<file path="config.mk">
export PLATFORM = sky130hd
export DESIGN_NAME = div_iter_unit
export DESIGN_NICKNAME = d
export VERILOG_FILES = /design/src/rtl/div_iter_unit.sv
export SDC_FILE = /design/constraint.sdc
export NUM_CORES = 1
export LEC_CHECK = 0
export BUFFER_PORTS_ARGS = -buffer_cell sky130_fd_sc_hd__buf_2
export CORE_MARGIN = 4
export CORE_UTILIZATION = 55
export DETAILED_ROUTE_END_ITERATION = 8
export PLACE_DENSITY = 0.76
export RECOVER_POWER = 100
export SLEW_MARGIN = 25
export SYNTH_ARGS = -nofsm -noshare
export SYNTH_HDL_FRONTEND = slang
export SYNTH_SLANG_ARGS = --single-unit
</file>
<file path="constraint.sdc">
create_clock -name clk -period 7.9 [get_ports clk]
set_clock_uncertainty 0.05 [all_clocks]
set_input_delay 1.58 -clock clk [delete_from_list [all_inputs] [get_ports clk]]
set_output_delay 1.58 -clock clk [all_outputs]
set_load 0.02 [all_outputs]
</file>
<file path="src/rtl/div_iter_unit.sv">
// Iterative radix-2 restoring divider for DIV/DIVU: 33-cycle latency (2 for divide-by-zero).
// No input backpressure: start is taken only when idle, and ready is a one-cycle pulse with no hold.
module div_iter_unit #(
    parameter int WIDTH = 32,
    parameter int CNT_W = 6
) (
    input  logic                 clk,
    input  logic                 rst,
    input  logic                 start,
    input  logic                 signed_div,
    input  logic                 annul,
    input  logic [WIDTH-1:0]     a,
    input  logic [WIDTH-1:0]     b,
    output logic                 busy,
    output logic                 ready,
    output logic [2*WIDTH-1:0]   result,
    output logic                 div_by_zero
);

    typedef enum logic [1:0] {S_IDLE, S_ZERO, S_RUN, S_DONE} state_t;

    state_t               state_q, state_d;
    logic [CNT_W-1:0]     cnt_q, cnt_d;
    logic [WIDTH-1:0]     rem_q, rem_d;
    logic [WIDTH-1:0]     quo_q, quo_d;
    logic [WIDTH-1:0]     dvs_q, dvs_d;
    logic                 sdiv_q, sdiv_d;
    logic                 sgn_quo_q, sgn_quo_d;
    logic                 sgn_rem_q, sgn_rem_d;
    logic [2*WIDTH-1:0]   result_q, result_d;
    logic                 dbz_q, dbz_d;

    logic [WIDTH:0]       shifted;
    logic [WIDTH+1:0]     trial;
    logic                 take_sub;
    logic [WIDTH-1:0]     step_rem, step_quo;
    logic [WIDTH-1:0]     abs_a, abs_b;
    logic [WIDTH-1:0]     fin_quo, fin_rem;

    always_comb begin
        state_d   = state_q;
        cnt_d     = cnt_q;
        rem_d     = rem_q;
        quo_d     = quo_q;
        dvs_d     = dvs_q;
        sdiv_d    = sdiv_q;
        sgn_quo_d = sgn_quo_q;
        sgn_rem_d = sgn_rem_q;
        result_d  = result_q;
        dbz_d     = dbz_q;

        // Shifted partial remainder needs WIDTH+1 bits; one more bit exposes the borrow.
        shifted  = {rem_q, quo_q[WIDTH-1]};
        trial    = {1'b0, shifted} - {2'b00, dvs_q};
        take_sub = ~trial[WIDTH+1];
        step_rem = take_sub ? trial[WIDTH-1:0] : shifted[WIDTH-1:0];
        step_quo = {quo_q[WIDTH-2:0], take_sub};

        // Magnitude of the most negative value is the same bit pattern read as unsigned.
        abs_a   = (signed_div && a[WIDTH-1]) ? ('0 - a) : a;
        abs_b   = (signed_div && b[WIDTH-1]) ? ('0 - b) : b;
        fin_quo = (sdiv_q && sgn_quo_q) ? ('0 - step_quo) : step_quo;
        fin_rem = (sdiv_q && sgn_rem_q) ? ('0 - step_rem) : step_rem;

        case (state_q)
            S_IDLE: begin
                if (start && !annul) begin
                    sdiv_d    = signed_div;
                    sgn_quo_d = a[WIDTH-1] ^ b[WIDTH-1];
                    sgn_rem_d = a[WIDTH-1];
                    cnt_d     = '0;
                    rem_d     = '0;
                    dvs_d     = abs_b;
                    if (b == '0) begin
                        quo_d   = a;
                        state_d = S_ZERO;
                    end else begin
                        quo_d   = abs_a;
                        state_d = S_RUN;
                    end
                end
            end
            S_ZERO: begin
                if (annul) begin
                    state_d = S_IDLE;
                end else begin
                    result_d = {quo_q, {WIDTH{1'b1}}};
                    dbz_d    = 1'b1;
                    state_d  = S_DONE;
                end
            end
            S_RUN: begin
                if (annul) begin
                    state_d = S_IDLE;
                end else begin
                    rem_d = step_rem;
                    quo_d = step_quo;
                    cnt_d = cnt_q + 1'b1;
                    if (cnt_q == CNT_W'(WIDTH-1)) begin
                        result_d = {fin_rem, fin_quo};
                        dbz_d    = 1'b0;
                        state_d  = S_DONE;
                    end
                end
            end
            default: state_d = S_IDLE;
        endcase
    end

    always_ff @(posedge clk or posedge rst) begin
        if (rst) begin
            state_q   <= S_IDLE;
            cnt_q     <= '0;
            rem_q     <= '0;
            quo_q     <= '0;
            dvs_q     <= '0;
            sdiv_q    <= 1'b0;
            sgn_quo_q <= 1'b0;
            sgn_rem_q <= 1'b0;
            result_q  <= '0;
            dbz_q     <= 1'b0;
        end else begin
            state_q   <= state_d;
            cnt_q     <= cnt_d;
            rem_q     <= rem_d;
            quo_q     <= quo_d;
            dvs_q     <= dvs_d;
            sdiv_q    <= sdiv_d;
            sgn_quo_q <= sgn_quo_d;
            sgn_rem_q <= sgn_rem_d;
            result_q  <= result_d;
            dbz_q     <= dbz_d;
        end
    end

    assign busy        = (state_q != S_IDLE);
    assign ready       = (state_q == S_DONE);
    assign result      = result_q;
    assign div_by_zero = dbz_q;

endmodule

</file>
# --- After elaboration in Yosys (flattened, before gate mapping) ---
# Index checks and enable logic that the tools add are counted.
word_totals:
  ff_bits: 172
  input_bits: 69
  output_inout_bits: 67
  wordCells: 71
op_classes:
  addsub: 6
  eq_ne: 9
  muxes: 29
  bitwise_logic: 2
  n_reduce_logical: 15
ops:
  columns: ["op", "n"]
  rows:
  - ["$mux 32", 10]
  - ["$mux 64", 3]
  - ["$pmux 32 s2", 2]
  - ["$pmux 64 s2", 1]
  - ["$sub 1x32->32 const A", 4]
  - ["$sub 33x32->34", 1]
  - ["$logic_not 32->1", 1]
  - ["$mux 6", 2]
  - ["$pmux 6 s2", 1]
  - ["$mux 2", 5]
  - ["$ne 2x2->1 const B", 4]
  - ["$add 6x1->6 const B", 1]
  - ["$eq 6x5->1 const B", 1]
  - ["$pmux 2 s3", 1]
  - ["$reduce_bool 2->1", 3]
  - ["$logic_and 1x1->1", 5]
  - ["$eq 2x2->1 const B", 2]
  - ["$reduce_and 2->1", 2]
  - ["$reduce_and 4->1", 1]
  - ["$mux 1", 3]
  - ["$ne 3x3->1 const B", 1]
  - ["$reduce_and 3->1", 1]
  - ["$eq 2x1->1 const B", 1]
  - ["$logic_not 2->1", 1]
  - ["4 further kinds", 4]

# --- Depth between registers and ports, before layout ---
depth:
  depth_word: 7
  ltp_mapped: 24
  ltp_nobuf: 19

# --- Least setup slack after synthesis ---
# Ideal clock, no wire load.
synth_timing:
  path_type: "register to register"
  startpoint: "register rem_q[23]"
  endpoint: "register result_q[52] (netlist: result[52])"
  setup_time_ns: 0.129
  arrival_time_ns: 4.923
  t_required_ns: 7.721
  path_slack_ns: 2.798
  path_stages_with_launch: 22
  path_buffers: 4
  cell_sequence: "dfrtp_1 > ha_1 > buf_2 > a21oi_1 > o21ai_1 > a221o_1 > o311a_1 > nor3_1 > nand2_2 > buf_2 > buf_2 > buf_1 > o21ai_0 > ha_1 > nand2_1 > nor4_1 > nand2_1 > mux2i_1 > o221ai_1 > o21ai_0 > xnor2_1 > o21ai_1"
synth_via:
  elab_chain_cells: 7
synth_rtl:
  columns: ["element", "line_no", "source"]
  rows:
  - ["start: declaration", "24", "logic [WIDTH-1:0] rem_q, rem_d;"]
  - ["start signal: assignment", "125", "rem_q <= rem_d;"]
  - ["$sub 33x32->34 *", "54", "trial = {1'b0, shifted} - {2'b00, dvs_q};"]
  - ["$mux 32 *", "56", "step_rem = take_sub ? trial[WIDTH-1:0] : shifted[WIDTH-1:0];"]
  - ["$sub 1x32->32", "63", "fin_rem = (sdiv_q && sgn_rem_q) ? ('0 - step_rem) : step_rem;"]
  - ["$mux 32 *", "63", null]
  - ["$mux 64 *", "99", "if (cnt_q == CNT_W'(WIDTH-1)) begin"]
  - ["$mux 64 *", "93", "if (annul) begin"]
  - ["$pmux 64 s2 *", "65", "case (state_q)"]
  - ["end signal: assignment", "131", "result_q <= result_d;"]
  - ["end: declaration", "30", "logic [2*WIDTH-1:0] result_q, result_d;"]
# Every way passes the cells marked *; elsewhere a longest branch is shown, timed or not. The select of a mux whose other input is x is not followed.
# A chain may end at the register's enable or synchronous reset.

# --- Worst setup path in the final report ---
layout_timing:
  startpoint: "register state_q[0]"
  endpoint: "register quo_q[19]"
layout_via:
  elab_chain_cells: 3
  word_cells_on_any_way: 7
  cone_classes: "eq/ne (3); mux (1); reduce/logical (3)"
layout_rtl:
  columns: ["element", "line_no", "source"]
  rows:
  - ["start: declaration", "22", "state_t state_q, state_d;"]
  - ["start signal: assignment", "123", "state_q <= state_d;"]
  - ["$eq 2x2->1 or $logic_not 2->1 (tied branches)", "65", null]
  - ["$ne 2x2->1 (no line) or $reduce_bool 2->1 (tied branches)", null, null]
  - ["$reduce_and 3->1 (no line)", null, null]
  - ["end signal: assignment", "126", "quo_q <= quo_d;"]
  - ["end: declaration", "25", "logic [WIDTH-1:0] quo_q, quo_d;"]
# Parallel ways exist; a longest one is shown, timed or not.

==> flow_summary_export.csv <==
group,metric,value,unit
sta,rsz0062_at_grt,"no",
synth,syn-num-nets,1609,
route,routedWlPerCell,19.1,um
synth,synth_top_cell_by_area,"dfrtp_1",
synth,synthCells,1498,
worst_setup_path,cp_top_family,"buffers and inverters",
finish,antenna_cells,0,
route,wirelength,35700,um
status,outcome,"finished, violations left",
hold_path,hp-class,"reg2reg",
route,antenna_left,0,
grt,grt_max_degree,85,
cts,cts_made_buffers,17,
grt,grt_pass1_vias,10742,
worst_setup_path,worstPathMaxFanout,56,
synth,synth_compound_area_frac,0.229,
worst_setup_path,crit_path_frequent_cell,"clkbuf_1",
synth,avgSynthCellArea,8.29,um2
cts,cts_tree,"done",
grt,antenna_found_initial,0,
grt,grt_first_pass_wirelength,56300,um
synth,syn_area,0.0124,mm2
finish,nNetsFinal,1691,
route,drc,0,
job,cap_viol_max_count,9,
grt,globalRoute.totalOverflow,0,
synth,synth_area_leaders,"dfrtp_1 (35%), o21ai_0 (6.8%), nand2_1 (5.5%)",
sta,post-route-min-period,6250,ps
cts,cts-root-buf,"clkbuf_16",
sta,fmax,0.160,GHz
placed_design,port_buffers,135,
synth,ys.flop_type,"dfrtp_1",
route,drt_iter0_drc,1089,
placed_design,place_congestion,0.955,
synth,synthMuxAreaShare,0.0473,
synth,post_synth_num_cell_types,80,
worst_setup_path,path_depth,7,
route,drt_first_pass_iters,6,
synth,synth_top_family_by_area,"compound AO/OA/AOI/OAI gates",
sta,tightest_slew,3790,ps
sta,hold_violations,0,
floorplanning,die_w,158,um
status,failed_checks,"capacitance limit, slew limit",
sta,fin_tns_setup,0,ps
cts,insertion_delay,430,ps
finish,fillers,1991,
finish,multiInputGateArea,0.00754,mm2
floorplanning,start_util,0.564,
synth,synth_most_common_cell,"nand2_1",
finish,seq_area,0.00430,mm2
synth,ys_warn_count,0,
worst_setup_path,worstPathCellList,"inv_1, ha_1, clkbuf_1, mux2i_1, or2_0, clkbuf_1, o21ai_0",
worst_setup_path,cp.arrival,6420,ps
hold_path,worst_hold_path.num_cells,2,
cts,cts_hold_buf,0,
synth,yosys.area.top_type_share,0.347,
worst_setup_path,r2r_cells,7,
worst_setup_path,path_buf_inv,3,
synth,synthSimpleGateAreaFrac,0.191,
worst_setup_path,cp-end-kind,"register",
worst_setup_path,required,8070,ps
synth,synth_edf_count,0,
cts,postCtsSetupBuffers,0,
placed_design,post-dp-hpwl,26900,um
cts,path_clk_slew,80,ps
synth,synthXorXnorAreaFrac,0.0974,
cts,cts-resized-gates,0,
worst_setup_path,max_stage_delay,1800,ps
grt,grt_usage,0.281,
finish,drive_gt1_frac,0.0848,
synth,synth_common_cells,"nand2_1 (181), dfrtp_1 (172), o21ai_0 (168)",
finish,syn_to_final_growth,9.90,%
worst_setup_path,worstSetupPathType,"reg2reg",
floorplanning,row_count,54,
sta,fin_crit_sh,0.791,
cts,htree_levels,4,
cts,cts_sinks,172,
worst_setup_path,slowest_stage,"or2_0",
floorplanning,ios,136,
worst_setup_path,startpoint_type,"register",
synth,ys_seq_elements,172,
cts,cts_buffer_depth,2,
sta,maxSlewHeadroom,-1.54,
synth,synth_fa_ha_area_frac,0.0429,
synth,ys_seq_area_frac,0.347,
floorplanning,die_h,158,um
route,vias,11614,
route,via_per_inst,6.20,
floorplanning,core,0.0220,mm2
sta,setup-violations-final,0,
synth,synth_async_sr_flop_share,1.00,
floorplanning,die_area,0.0250,mm2
sta,final_max_slew_viol_count,464,
## logic make-up after synthesis
kind of cell | Yosys count
AND/OR/NAND/NOR | 489
XOR/XNOR | 138
flip-flops | 172
AO/OA/AOI/OAI | 460
adder cells (fa/ha/maj) | 42
buffers and inverters | 139
multiplexers | 58
## final timing paths
| check | endpoint | slack [ps] | startpoint |
|---|---|---|---|
| hold reg to reg | dvs_q[27] | 430 | dvs_q[27] |
| max in group asynchronous | quo_q[29] | 2160 | rst |
| setup / recovery | quo_q[19] | 1650 | state_q[0] |
| hold / removal | dvs_q[27] | 430 | dvs_q[27] |
| setup reg to reg | quo_q[19] | 1650 | state_q[0] |
| min in group asynchronous | cnt_q[2] | 2220 | rst |
## cells in the final DEF, fill, tap and decap left out, types with 5 or more instances in the layout
master and instances:
a21oi_1 96, nor2b_1 9, o41ai_1 14, nor3_1 37, o31ai_1 22, nand3_1 22, nand4_1 14, nor2_1 105
or2_2 9, a22oi_1 29, buf_2 66, buf_4 5, clkbuf_1 77, xnor2_1 67, dfrtp_1 172, nand2_1 180
or4_1 12, mux2_2 5, a22o_1 5, a21o_1 6, o211ai_1 7, ha_1 41, o21a_1 8, clkbuf_16 17
o211a_1 5, o31a_1 6, nor4_1 20, and3_1 8, a211oi_1 16, and2_1 13, inv_1 52, a31oi_1 9
o21ai_0 187, nand2b_1 7, xor2_1 71, mux2i_1 53, or3_1 23, inv_8 5
## metrics by stage
stage / setup WS [ps] / util / hold WS [ps] / area, um2 / cells
floorplan: 1610 / - / 400 / 12400 / 1498
global placement: 2580 / 0.599 / 411 / 13200 / 1840
detailed placement: 2210 / 0.600 / 415 / 13200 / 1841
CTS: 2140 / 0.626 / 434 / 13800 / 1872
global route: 1080 / 0.619 / 456 / 13600 / 1872
finish: 1650 / 0.619 / 430 / 13600 / 1872
## worst reg2reg max path, cell delays in order, from the launching register on
cell      delay, ps
dfrtp_1         410
inv_1            90
ha_1            200
clkbuf_1       1060
mux2i_1         550
or2_0          1800
clkbuf_1       1540
o21ai_0         340
## layer usage
layer | vias up | part of all wire | track usage
li1 | 5565 | - | -
met1 | 5462 | 0.44 | 0.396
met2 | 525 | 0.45 | 0.452
met3 | 62 | 0.078 | 0.0339
met4 | 0 | 0.026 | 0.0946
met5 | - | 0 | 0
## state kept, by name, indices dropped and copies added, names as in the netlist
| name | count |
|---|---|
| quo_q | 32 |
| state_q | 2 |
| dvs_q | 32 |
| result | 64 |
| sgn_quo_q | 1 |
| rem_q | 32 |
| div_by_zero | 1 |
| sdiv_q | 1 |
| sgn_rem_q | 1 |
| cnt_q | 6 |
## cell type report
class	count	area share
clock inverters	14	0.0109
flip-flops and latches	172	0.316
inverters	53	0.0147
multi-input cells	1187	0.553
clock buffers	17	0.0312
repair buffers	149	0.0490
well taps	280	0.0257
Power is not shown: default switching activity piles up to over one toggle a cycle in this logic, so the estimate is an artifact.
